--- src/rtl/poly_horner_engine.sv ---
// poly_horner_engine: FIFO-fed Horner polynomial evaluator with overflow detection and saturate/wrap
module poly_horner_engine #(
  parameter int WIDTH      = 16,
  parameter int DEG_W      = 4,
  parameter int MAX_DEGREE = 7,
  parameter int SATURATE   = 1
) (
  input  logic                   clock,
  input  logic                   reset,
  input  logic                   empty_instruction,
  input  logic [DEG_W+WIDTH-1:0] instruction,
  output logic                   read_enable_instruction,
  input  logic                   empty_data,
  input  logic [WIDTH-1:0]       data,
  output logic                   read_enable_data,
  input  logic                   full_result,
  output logic [WIDTH-1:0]       result,
  output logic                   write_enable_result,
  input  logic                   full_status,
  output logic [1:0]             status,
  output logic                   write_enable_status,
  output logic                   busy
);
  typedef enum logic [1:0] {IDLE, ACCUM, WRITE} state_t;
  localparam logic [WIDTH-1:0] MAX_V = {1'b0, {(WIDTH-1){1'b1}}};
  localparam logic [WIDTH-1:0] MIN_V = {1'b1, {(WIDTH-1){1'b0}}};
  localparam logic [DEG_W-1:0] MAX_D = DEG_W'(MAX_DEGREE);
  state_t state_q, state_d;
  logic [WIDTH-1:0] acc_q, acc_d, x_q, x_d, result_q, result_d, acc_n;
  logic [DEG_W-1:0] count_q, count_d;
  logic [1:0] status_q, status_d;
  logic ovf_q, ovf_d, err_q, err_d, ovf_n, t_ovf;
  logic [2*WIDTH-1:0] prod;
  logic [2*WIDTH:0] t;
  always_comb begin
    prod = {{WIDTH{acc_q[WIDTH-1]}}, acc_q} * {{WIDTH{x_q[WIDTH-1]}}, x_q};
    t = {prod[2*WIDTH-1], prod} + {{(WIDTH+1){data[WIDTH-1]}}, data};
    // t fits in WIDTH signed bits only when its upper bits are a pure sign extension
    t_ovf = !(&t[2*WIDTH:WIDTH-1] || !(|t[2*WIDTH:WIDTH-1]));
    acc_n = err_q ? acc_q : !t_ovf ? t[WIDTH-1:0] : (SATURATE != 0) ? (t[2*WIDTH] ? MIN_V : MAX_V) : t[WIDTH-1:0];
    ovf_n = !err_q && (ovf_q || t_ovf);
    read_enable_instruction = reset && state_q == IDLE && !empty_instruction;
    read_enable_data = reset && state_q == ACCUM && !empty_data;
    write_enable_result = reset && state_q == WRITE && !full_result && !full_status;
    write_enable_status = write_enable_result;
    busy = state_q != IDLE;
    result = result_q;
    status = status_q;
    state_d = state_q;
    acc_d = acc_q;
    x_d = x_q;
    count_d = count_q;
    ovf_d = ovf_q;
    err_d = err_q;
    result_d = result_q;
    status_d = status_q;
    if (read_enable_instruction) begin
      x_d = instruction[WIDTH-1:0];
      count_d = instruction[DEG_W+WIDTH-1:WIDTH];
      acc_d = '0;
      ovf_d = 1'b0;
      err_d = instruction[DEG_W+WIDTH-1:WIDTH] > MAX_D;
      state_d = ACCUM;
    end
    if (read_enable_data) begin
      acc_d = acc_n;
      ovf_d = ovf_n;
      count_d = (count_q == '0) ? count_q : count_q - 1'b1;
      state_d = (count_q == '0) ? WRITE : ACCUM;
      result_d = (count_q == '0) ? (err_q ? '0 : acc_n) : result_q;
      status_d = (count_q == '0) ? {err_q, ovf_n} : status_q;
    end
    if (write_enable_result) state_d = IDLE;
  end
  always_ff @(posedge clock or negedge reset) begin
    if (!reset) begin
      state_q <= IDLE;
      acc_q <= '0;
      x_q <= '0;
      count_q <= '0;
      ovf_q <= 1'b0;
      err_q <= 1'b0;
      result_q <= '0;
      status_q <= '0;
    end else begin
      state_q <= state_d;
      acc_q <= acc_d;
      x_q <= x_d;
      count_q <= count_d;
      ovf_q <= ovf_d;
      err_q <= err_d;
      result_q <= result_d;
      status_q <= status_d;
    end
  end
endmodule

--- config.mk ---
export PLATFORM = sky130hd
export DESIGN_NAME = poly_horner_engine
export DESIGN_NICKNAME = d
export VERILOG_FILES = /design/src/rtl/poly_horner_engine.sv
export SDC_FILE = /design/constraint.sdc
export NUM_CORES = 1
export LEC_CHECK = 0
export ABC_AREA = 0
export CAP_MARGIN = 20
export CORE_ASPECT_RATIO = 0.5
export CORE_UTILIZATION = 40
export DETAILED_ROUTE_END_ITERATION = 7
export GPL_TIMING_DRIVEN = 1
export SETUP_SLACK_MARGIN = 0.2
export SLEW_MARGIN = 20
export SYNTH_ARGS = -nofsm -noshare
export SYNTH_HDL_FRONTEND = slang
export SYNTH_SLANG_ARGS = --single-unit
--- constraint.sdc ---
create_clock -name clock -period 6.8 [get_ports clock]
set_clock_uncertainty 0.15 [all_clocks]
set_input_delay 2.04 -clock clock [delete_from_list [all_inputs] [get_ports clock]]
set_output_delay 2.04 -clock clock [all_outputs]
set_load 0.05 [all_outputs]
==> results of run 1 <==
-- repair_timing --
action / in CTS / in global routing
gates cloned: 1 / 1
pin swaps: 76 / 62
gates resized for setup: 170 / 72
setup endpoints to repair: 34 / 34
hold endpoints to repair: 0 / 0
setup buffers: 28 / 18
-- worst max path at each step --
stage / end / start / cells past startpoint
after floorplan: acc_q[0] / data[15] / 22
after global placement: result[3] / data[15] / 21
after detailed placement: result[12] / data[15] / 21
after CTS: result[7] / data[15] / 21
after global routing: result[3] / data[15] / 23
final: result[9] / data[15] / 22
-- routing by layer --
| metal | share of wire, % | up-vias |
|---|---|---|
| met5 | 0 | - |
| met1 | 47 | 5702 |
| met3 | 6.2 | 53 |
| met2 | 45 | 383 |
| met4 | 1.4 | 0 |
| li1 | - | 5027 |
-- logic make-up (layout without fill, tap and decap cells) --
group                      Yosys count  count (layout)  synth area share (%)
xor gates and xnor gates            30              30                  1.97
DFF                                 58              58                  10.9
muxes                                2               2                 0.160
AOI/OAI and AO/OA                  154             154                  8.10
and+or+nand+nor                    473             475                  17.5
buffers and inverters              358             642                  10.3
adders and majority gates          373             373                  51.1
-- stage by stage --
stage	utilization, %	TNS [ns]
3_5_place_dp	50.3	-56.97
2_1_floorplan	-	-21.72
5_1_grt	55.4	-25.29
6_report	55.4	-19.39
3_3_place_gp	50.3	-52.07
4_1_cts	54.2	-20.03
-- sequential cells by signal (all words and copies together), names as in the netlist --
| name | cells |
|---|---|
| result | 16 |
| state_q | 2 |
| status | 2 |
| count_q | 4 |
| ovf_q | 1 |
| x_q | 16 |
| err_q | 1 |
| acc_q | 16 |
-- final cells by class --
class	instances	area (um2)	share of cell area, %
Inverter	295	1110	6.23
Sequential cell	58	1450	8.14
Clock inverter	6	88.8	0.497
Multi-Input combinational cell	1034	11500	64.3
Clock buffer	10	239	1.34
Tap cell	432	541	3.02
Timing Repair Buffer	331	2940	16.5
-- layout by cell type, fill, tap and decap left out, types with 8 or more instances in the layout --
| cell | synthesis | final |
|---|---|---|
| o21ai_0 | 40 | 18 |
| clkbuf_16 | 0 | 9 |
| inv_1 | 295 | 277 |
| nor2_1 | 46 | 38 |
| buf_6 | 1 | 18 |
| o21ai_1 | 2 | 12 |
| clkdlybuf4s50_1 | 0 | 50 |
| xnor2_1 | 22 | 18 |
| nand2_1 | 218 | 216 |
| buf_4 | 2 | 229 |
| a21oi_2 | 1 | 11 |
| buf_12 | 0 | 21 |
| nand2b_1 | 12 | 11 |
| ha_1 | 87 | 52 |
| a221o_1 | 19 | 19 |
| dfrtp_1 | 58 | 56 |
| xor2_1 | 8 | 8 |
| fa_1 | 286 | 279 |
| a21oi_1 | 32 | 18 |
| and2_1 | 123 | 122 |
| nand4_1 | 9 | 9 |
| o21ai_2 | 0 | 11 |
| ha_4 | 0 | 29 |
| inv_2 | 0 | 16 |
-- worst reg2reg max path: cells and delay by family, from the launching register on --
| kind | cells | cell delay [ns] |
|---|---|---|
| compound gates | 4 | 0.93 |
| xor+xnor | 1 | 0.14 |
| fa+ha+maj | 7 | 3.60 |
| buf+inv | 7 | 0.74 |
| flops | 1 | 0.47 |
| simple gates | 6 | 1.26 |
==> summary.txt, run 1 <==
Run status
  – Outcome: finished with violations
  – Failing checks: setup timing

Setup path
  – Crit end category: flop
  – Critical Path, Cell by Cell: buf_8 > buf_4 > ha_4 > fa_2 > buf_12 > buf_6 > fa_1 > fa_1 > fa_1 > ha_1 > nor2_2 > nor2b_1 > and3_1 > a211o_1 > a31oi_1 > xnor2_1 > or4_4 > o31a_4 > buf_6 > buf_6 > nor2_4 > o21ai_2
  – CP Class: in2reg
  – Crit path DAT: 7.55 ns
  – Crit path max-delay family: adder cells
  – Worst EP required: 6.88 ns
  – Worst Path Buf+Inv: 6
  – FF-to-FF End: result[9]
  – CP max stage delay: 0.55 ns
  – R2r setup slk: -0.59 ns
  – CP max stage cell: or4_4
  – R2R Path Start: acc_q[15]
  – CP max FO: 8
  – Worst R2R Path Depth: 25
  – Critical Path Start Type: primary input

Clocking
  – Max clock buf depth: 2
  – Root Driver: clkbuf_16
  – Clock transition at path regs: 0.05 ns
  – CTS Buf Count: 9
  – H-tree levels: 3
  – Skew-Pair Late Insertion Delay: 0.35 ns
  – Hold_buf cts: 0
  – TritonCTS clock tree: done
  – Clock Sinks: 58

Synth
  – Most frequent cell after synthesis: inv_1
  – Main area contributors after synthesis: fa_1 43%, dfrtp_1 11%, inv_1 8.3%
  – Syn_area_per_cell: 9.21 um2
  – Synth area leader: fa_1
  – Syn Inst Count: 1448
  – Post-Syn Area: 13300 um2
  – Ys Warns: 0
  – Synthesized flop and latch total: 58
  – Sequential share of the synthesized area: 10.9%
  – Ys async rst share: 100%
  – Post-synth cell types: 73
  – Top FF cell, synth: dfrtp_1
  – Post-synth EDFFs: 0
  – Post-synthesis net count: 1863
  – Yosys top cell area share: 42.9%
  – Top cells by count, synth: 295 x inv_1, 286 x fa_1, 218 x nand2_1

GRT
  – GRT Max-Usage Layer: met1
  – Vias in the first global route: 11700
  – Pin count of the biggest net entering global routing: 56
  – Met2 global-route usage: 35.9%
  – Total GRT Usage: 23.6%
  – Met1 Track Usage GR: 35.9%
  – GR met3 Demand/Resource: 3.14%
  – Congestion Overflow GR: 0
  – First-pass GRT wire length: 63.2 mm
  – Initial antenna violation count: 1

Placed design
  – Cell Area, Placed: 16200 um2
  – PortBufs: 64
  – GP Congestion: 0.943
  – Hpwl dp: 31.8 mm
  – Placement Setup Slack: -1.85 ns
  – Dpl cells: 2101

Timing
  – Post-route worst setup slack: -0.671 ns
  – Max frequency: 134 MHz
  – Post-route minimum period: 7.47 ns
  – Max-slew violations: 0
  – Final setup fails: 33
  – Relative slew slack: 47.2%
  – Unrepaired setup endpoints after global routing: yes
  – Final period util: 110%
  – WHS: 0.324 ns
  – Worst-Margin Slew: 0.792 ns
  – Final hold vios: 0

Die
  – Core region area: 32200 um2
  – DIE AREA: 34100 um2
  – Starting Density: 41.4%
  – Ports: 65
  – Die width: 260 um
  – Cell Rows: 46
  – Die height: 131 um

Min path
  – Hold_sp: status[1]
  – Hold Crit Class: reg2reg
  – Hold path depth: 2
  – Worst Hold End: status[1]

Routing
  – Post-route ant nets: 0
  – Via density: 5.15
  – Post-route DRC: 0
  – WL per Instance: 17.8 um
  – First-pass DRT Iterations: 7
  – DR vias: 11200
  – Routed WL: 38.6 mm
  – Iter 0 DRT Violations: 981

Cells and area
  – Filler cells: 2854
  – Antenna diodes: 0
  – Design Area, Final: 17900 um2
  – Area growth from synthesis to layout: 34.0%
  – Share of cells above drive strength 1: 26.1%
  – Final Net Count: 2144
  – Filler-free cell count of the finished design: 2166

Run
  – Max Cap Viol: 0
Power of run 1 is not shown: default switching activity piles up to over one toggle a cycle in this logic, so the estimate is an artifact.
==> run 2: changes to the inputs <==
--- a/config.mk
+++ b/config.mk
@@ -8,6 +8,7 @@
 export ABC_AREA = 0
 export CAP_MARGIN = 20
 export CORE_ASPECT_RATIO = 0.5
+export CORE_MARGIN = 2
 export CORE_UTILIZATION = 40
 export DETAILED_ROUTE_END_ITERATION = 7
 export GPL_TIMING_DRIVEN = 1
==> run 2 against run 1 <==
Count of clock-buffer cells in the layout is 1 lower. Flip-flop and latch count stayed put. Global-route usage is 0.70 points lower. Highest routed layer unchanged. The flow still finishes with violations (setup timing). Final area up 0.22%. Via count fell by 1.5%. Hold slack improved by 0.015 ns. Non-clock buffer count down 21.
==> summary.txt, run 2 (same netlist as run 1, synthesis figures left out) <==
Setup path
  – Most used cell along the critical path: buf_4
  – Critical Path Start Type: primary input
  – CP max stage cell: fa_2
  – Crit end category: flop
  – Crit path max-delay family: adder cells
  – CP Class: in2reg
  – CP max FO: 4
  – Worst Path Buf+Inv: 10
  – Crit path DAT: 7.60 ns
  – Worst EP required: 6.87 ns
  – CP max stage delay: 0.58 ns

Clocking
  – Clock Sinks: 58
  – CTS Buf Count: 9
  – TritonCTS clock tree: done
  – Root Driver: clkbuf_16
  – Clock transition at path regs: 0.06 ns
  – Skew-Pair Late Insertion Delay: 0.35 ns
  – Max clock buf depth: 2
  – H-tree levels: 3

Min path
  – Hold Crit Class: reg2reg

Run status
  – Outcome: finished with violations
  – Failing checks: setup timing

Routing
  – WL per Instance: 17.9 um
  – Iter 0 DRT Violations: 824
  – Top Metal Used: met4
  – Metal3 WL: 1.60 mm
  – Met2 WL: 18.7 mm
  – DR vias: 11000
  – Via density: 5.10
  – Routed WL: 38.7 mm
  – DRT met1 WL: 17.9 mm
  – First-pass DRT Iterations: 5
  – Post-route ant nets: 0
  – Post-route DRC: 0

Timing
  – Final hold vios: 0
  – Relative slew slack: 53.6%
  – Max-slew violations: 0
  – Post-route worst setup slack: -0.736 ns
  – Max frequency: 133 MHz
  – Final period util: 111%
  – WHS: 0.339 ns
  – Setup_tns: -21.74 ns
  – Post-route minimum period: 7.54 ns
  – Worst-Margin Slew: 0.695 ns
  – Final setup fails: 34
  – Unrepaired setup endpoints after global routing: yes

Cells and area
  – Design Area, Final: 17900 um2
  – Most common cell after layout, fill and taps aside: inv_1
  – Final Net Count: 2124
  – Share of cells above drive strength 1: 25.0%
  – Antenna diodes: 0
  – Area growth from synthesis to layout: 34.3%
  – Most frequent cells in the layout: 282 x inv_1, 279 x fa_1, 216 x nand2_1

Die
  – Cell Rows: 47
  – Core region area: 32900 um2
  – Die width: 262 um
  – Starting Density: 40.5%
  – DIE AREA: 34900 um2
  – Ports: 65
  – Die height: 133 um

GRT
  – Pin count of the biggest net entering global routing: 47
  – Vias in the first global route: 12100
  – Initial antenna violation count: 0
  – Congestion Overflow GR: 0
  – Total GRT Usage: 22.9%
  – First-pass GRT wire length: 63.9 mm

Placed design
  – PortBufs: 64
  – Cell Area, Placed: 16200 um2
  – Hpwl dp: 31.4 mm
  – GP Congestion: 0.929
  – Placement Setup Slack: -1.74 ns

Run
  – Max Cap Viol: 0
[run 2: changes by cell type in the layout (fill, tap and decap cells not counted), moves of 3 or more]
| cell | previous run | this run |
|---|---|---|
| a21oi_2 | 11 | 6 |
| a21oi_4 | 4 | 7 |
| buf_4 | 229 | 211 |
| buf_6 | 18 | 13 |
| clkbuf_2 | 4 | 0 |
| clkinv_4 | 0 | 3 |
| clkinvlp_4 | 3 | 0 |
| dlygate4sd2_1 | 2 | 6 |
| inv_1 | 277 | 282 |
| inv_2 | 16 | 12 |
[run 2: final cells by class]
class	instances	area [um2]
Clock buffer	9	225
Clock inverter	7	125
Fill cell	2924	15000
Inverter	295	1110
Multi-Input combinational cell	1035	11600
Sequential cell	58	1450
Tap cell	441	552
Timing Repair Buffer	310	2820
[run 2: worst paths after layout]
kind                              to  startpoint  slack (ns)  depth (start not counted)
hold reg to reg            status[1]   status[1]        0.34                          2
setup / recovery           status[0]    data[15]       -0.74                         25
min in group asynchronous    x_q[15]       reset        1.45                          1
hold / removal             status[1]   status[1]        0.34                          2
setup reg to reg           result[7]   acc_q[15]       -0.52                         20
max in group asynchronous    x_q[12]       reset        4.05                          2
[run 2: repair_timing]
| action | in CTS | in global routing |
|---|---|---|
| gates resized for setup | 174 | 72 |
| buffers inserted | 28 | 6 |
| setup endpoints to repair | 34 | 34 |
| hold buffers | 0 | 0 |
| cloned | 3 | 1 |
| pin swaps | 83 | 41 |
[run 2: per-layer routing]
metal	up-vias	global-route usage [%]
li1	4976	-
met1	5711	33.8
met2	274	37.7
met3	40	1.57
met4	0	4.14
met5	-	0
[run 2: metrics by stage]
stage / instances / util, %
floorplan: 1448 / -
global placement: 2101 / 49.1
detailed placement: 2101 / 49.1
CTS: 2148 / 53.2
global route: 2155 / 54.4
finish: 2155 / 54.4
[run 2: worst reg2reg max path: stages, from the launching register on]
cell,delay [ns]
dfrtp_1,0.41
buf_4,0.25
nand2_1,0.14
fa_1,0.60
fa_1,0.43
inv_1,0.32
fa_1,0.51
fa_1,0.52
fa_1,0.57
fa_1,0.46
ha_4,0.33
nand2_4,0.07
o31ai_4,0.29
nand3_2,0.12
a2111oi_4,0.25
or4_1,0.19
o2111ai_2,0.16
or4_4,0.58
o31a_4,0.34
nor3b_2,0.20
a221o_1,0.29
Power of run 2 is left out for the same reason.
==> run 3: changes to the inputs <==
--- a/config.mk
+++ b/config.mk
@@ -8,7 +8,6 @@
 export ABC_AREA = 0
 export CAP_MARGIN = 20
 export CORE_ASPECT_RATIO = 0.5
-export CORE_MARGIN = 2
 export CORE_UTILIZATION = 40
 export DETAILED_ROUTE_END_ITERATION = 7
 export GPL_TIMING_DRIVEN = 1
==> constraint.sdc (replaced) <==
create_clock -name clock -period 9.6 [get_ports clock]
set_clock_uncertainty 0.15 [all_clocks]
set_input_delay 2.88 -clock clock [delete_from_list [all_inputs] [get_ports clock]]
set_output_delay 2.88 -clock clock [all_outputs]
set_load 0.05 [all_outputs]
==> run 3 against run 2 <==
Core utilization is 7.9 points lower. Routed wire length is 8.0% lower. Count of clock-buffer cells in the layout stayed put. The flow now finishes without violations. Critical endpoint is now result[2].
==> summary.txt, run 3 (same netlist as run 1, synthesis figures left out) <==
Setup path
  – Crit end category: flop
  – R2R Path Start: acc_q[15]
  – CP Class: in2reg
  – Critical Path, Cell by Cell: clkdlybuf4s50_1 > inv_1 > fa_1 > inv_1 > fa_1 > fa_1 > fa_1 > inv_1 > fa_1 > inv_1 > ha_4 > a21oi_1 > nand3b_1 > a2111oi_4 > or4_4 > o2111ai_4 > or4_4 > o31a_4 > nor3b_4 > buf_4 > a221o_1
  – R2r setup slk: 1.17 ns
  – CP max FO: 8
  – Critical Path Start Type: primary input
  – CP max stage cell: or4_4
  – FF-to-FF End: result[2]
  – CP max stage delay: 0.59 ns
  – Worst EP required: 9.66 ns
  – Most used cell along the critical path: fa_1
  – Crit path DAT: 9.26 ns
  – Crit path max-delay family: adder cells
  – Worst R2R Path Depth: 24
  – Worst Path Buf+Inv: 6

Cells and area
  – Share of cells above drive strength 1: 5.60%
  – Filler-free cell count of the finished design: 1934
  – Area growth from synthesis to layout: 12.2%
  – Final Net Count: 1911
  – Most frequent cells in the layout: 295 x inv_1, 286 x fa_1, 218 x nand2_1
  – Most common cell after layout, fill and taps aside: inv_1

Clocking
  – Clock Sinks: 58
  – TritonCTS clock tree: done
  – Skew-Pair Late Insertion Delay: 0.34 ns
  – Hold_buf cts: 0
  – Clock transition at path regs: 0.06 ns
  – H-tree levels: 3
  – CTS Buf Count: 9
  – Max clock buf depth: 2
  – Root Driver: clkbuf_16

Run status
  – Outcome: complete, no violations

Min path
  – Hold_sp: status[1]
  – Hold path depth: 2
  – Hold Crit Class: reg2reg
  – Worst Hold End: status[1]

Routing
  – Post-route ant nets: 0
  – First-pass DRT Iterations: 5
  – Post-route DRC: 0
  – WL per Instance: 18.4 um
  – DR vias: 10100
  – Routed WL: 35.6 mm
  – Via density: 5.20
  – Iter 0 DRT Violations: 778

Placed design
  – Dpl cells: 1913
  – Hpwl dp: 28.9 mm
  – GP Congestion: 0.923
  – PortBufs: 64

GRT
  – Congestion Overflow GR: 0
  – First-pass GRT wire length: 58.3 mm
  – Initial antenna violation count: 0
  – Vias in the first global route: 10600
  – Total GRT Usage: 22.0%
  – Pin count of the biggest net entering global routing: 38

Timing
  – Final period util: 95.8%
  – Max-slew violations: 0
  – Worst-Margin Slew: 1.03 ns
  – Max frequency: 109 MHz
  – Final setup fails: 0
  – Relative slew slack: 31.2%
  – Unrepaired setup endpoints after global routing: yes
  – Final hold vios: 0
  – Post-route minimum period: 9.20 ns

Die
  – Cell Rows: 46
  – Die width: 260 um
  – Starting Density: 41.4%
  – Ports: 65
  – Die height: 131 um
  – Core region area: 32200 um2
  – DIE AREA: 34100 um2

Run
  – Max Cap Viol: 0
## run 3: cell count changes in the layout (fill, tap and decap cells not counted), sizes merged
cell,previous run,this run
clkinvlp,0,2
bufinv,3,2
buf,251,37
clkdlybuf4s15,3,0
clkdlybuf4s50,49,63
dlymetal6s2s,1,0
clkinv,3,2
dlygate4sd2,6,0
o31a,3,2
nor3b,4,3
and2,125,124
diode,0,1
## run 3: worst max-delay path by stage
stage	start	endpoint	cells past startpoint
floorplan	data[15]	acc_q[0]	22
global placement	data[15]	acc_q[3]	21
detailed placement	data[15]	result[8]	22
CTS	data[15]	result[6]	22
global route	data[15]	ovf_q	21
finish	data[15]	result[2]	21
## run 3: worst min-delay path, cell delays in order, from the launching register on
cell and delay [ns]:
dfrtp_1 0.34, nand2_1 0.05, nand2_1 0.06
## run 3: layout make-up
cell class	count	area, um2
fill	3093	17300
multi-input combinational	1032	10600
sequential	58	1450
inverter	295	1110
timing repair buffer	100	922
tap	432	541
clock buffer	9	225
clock inverter	7	101
antenna	1	2.50
## run 3: metrics by stage
step | hold WS [ns] | setup TNS [ns] | cell area [um2] | worst slack (ns) | util [%]
floorplan | 0.301 | 0 | 13300 | 0.650 | -
global placement | 0.313 | 0 | 14500 | 0.144 | 45.0
detailed placement | 0.317 | -0.00797 | 14500 | -0.00797 | 45.0
CTS | 0.332 | 0 | 14800 | 0.332 | 46.0
global route | 0.355 | 0 | 15000 | 0.183 | 46.4
finish | 0.328 | 0 | 15000 | 0.404 | 46.4
## run 3: timing repair
item | 4_1_cts | 5_1_grt
gates resized for setup | 0 | 23
buffers inserted | 0 | 4
endpoints found under the setup margin | 0 | 31
## run 3: metal layers
layer  GRT usage [%]  share of wire (%)
met1            32.9                 47
met4            4.39                1.3
met3            2.80                5.4
met5               0                  0
met2            34.4                 46
Power of run 3 is left out for the same reason.
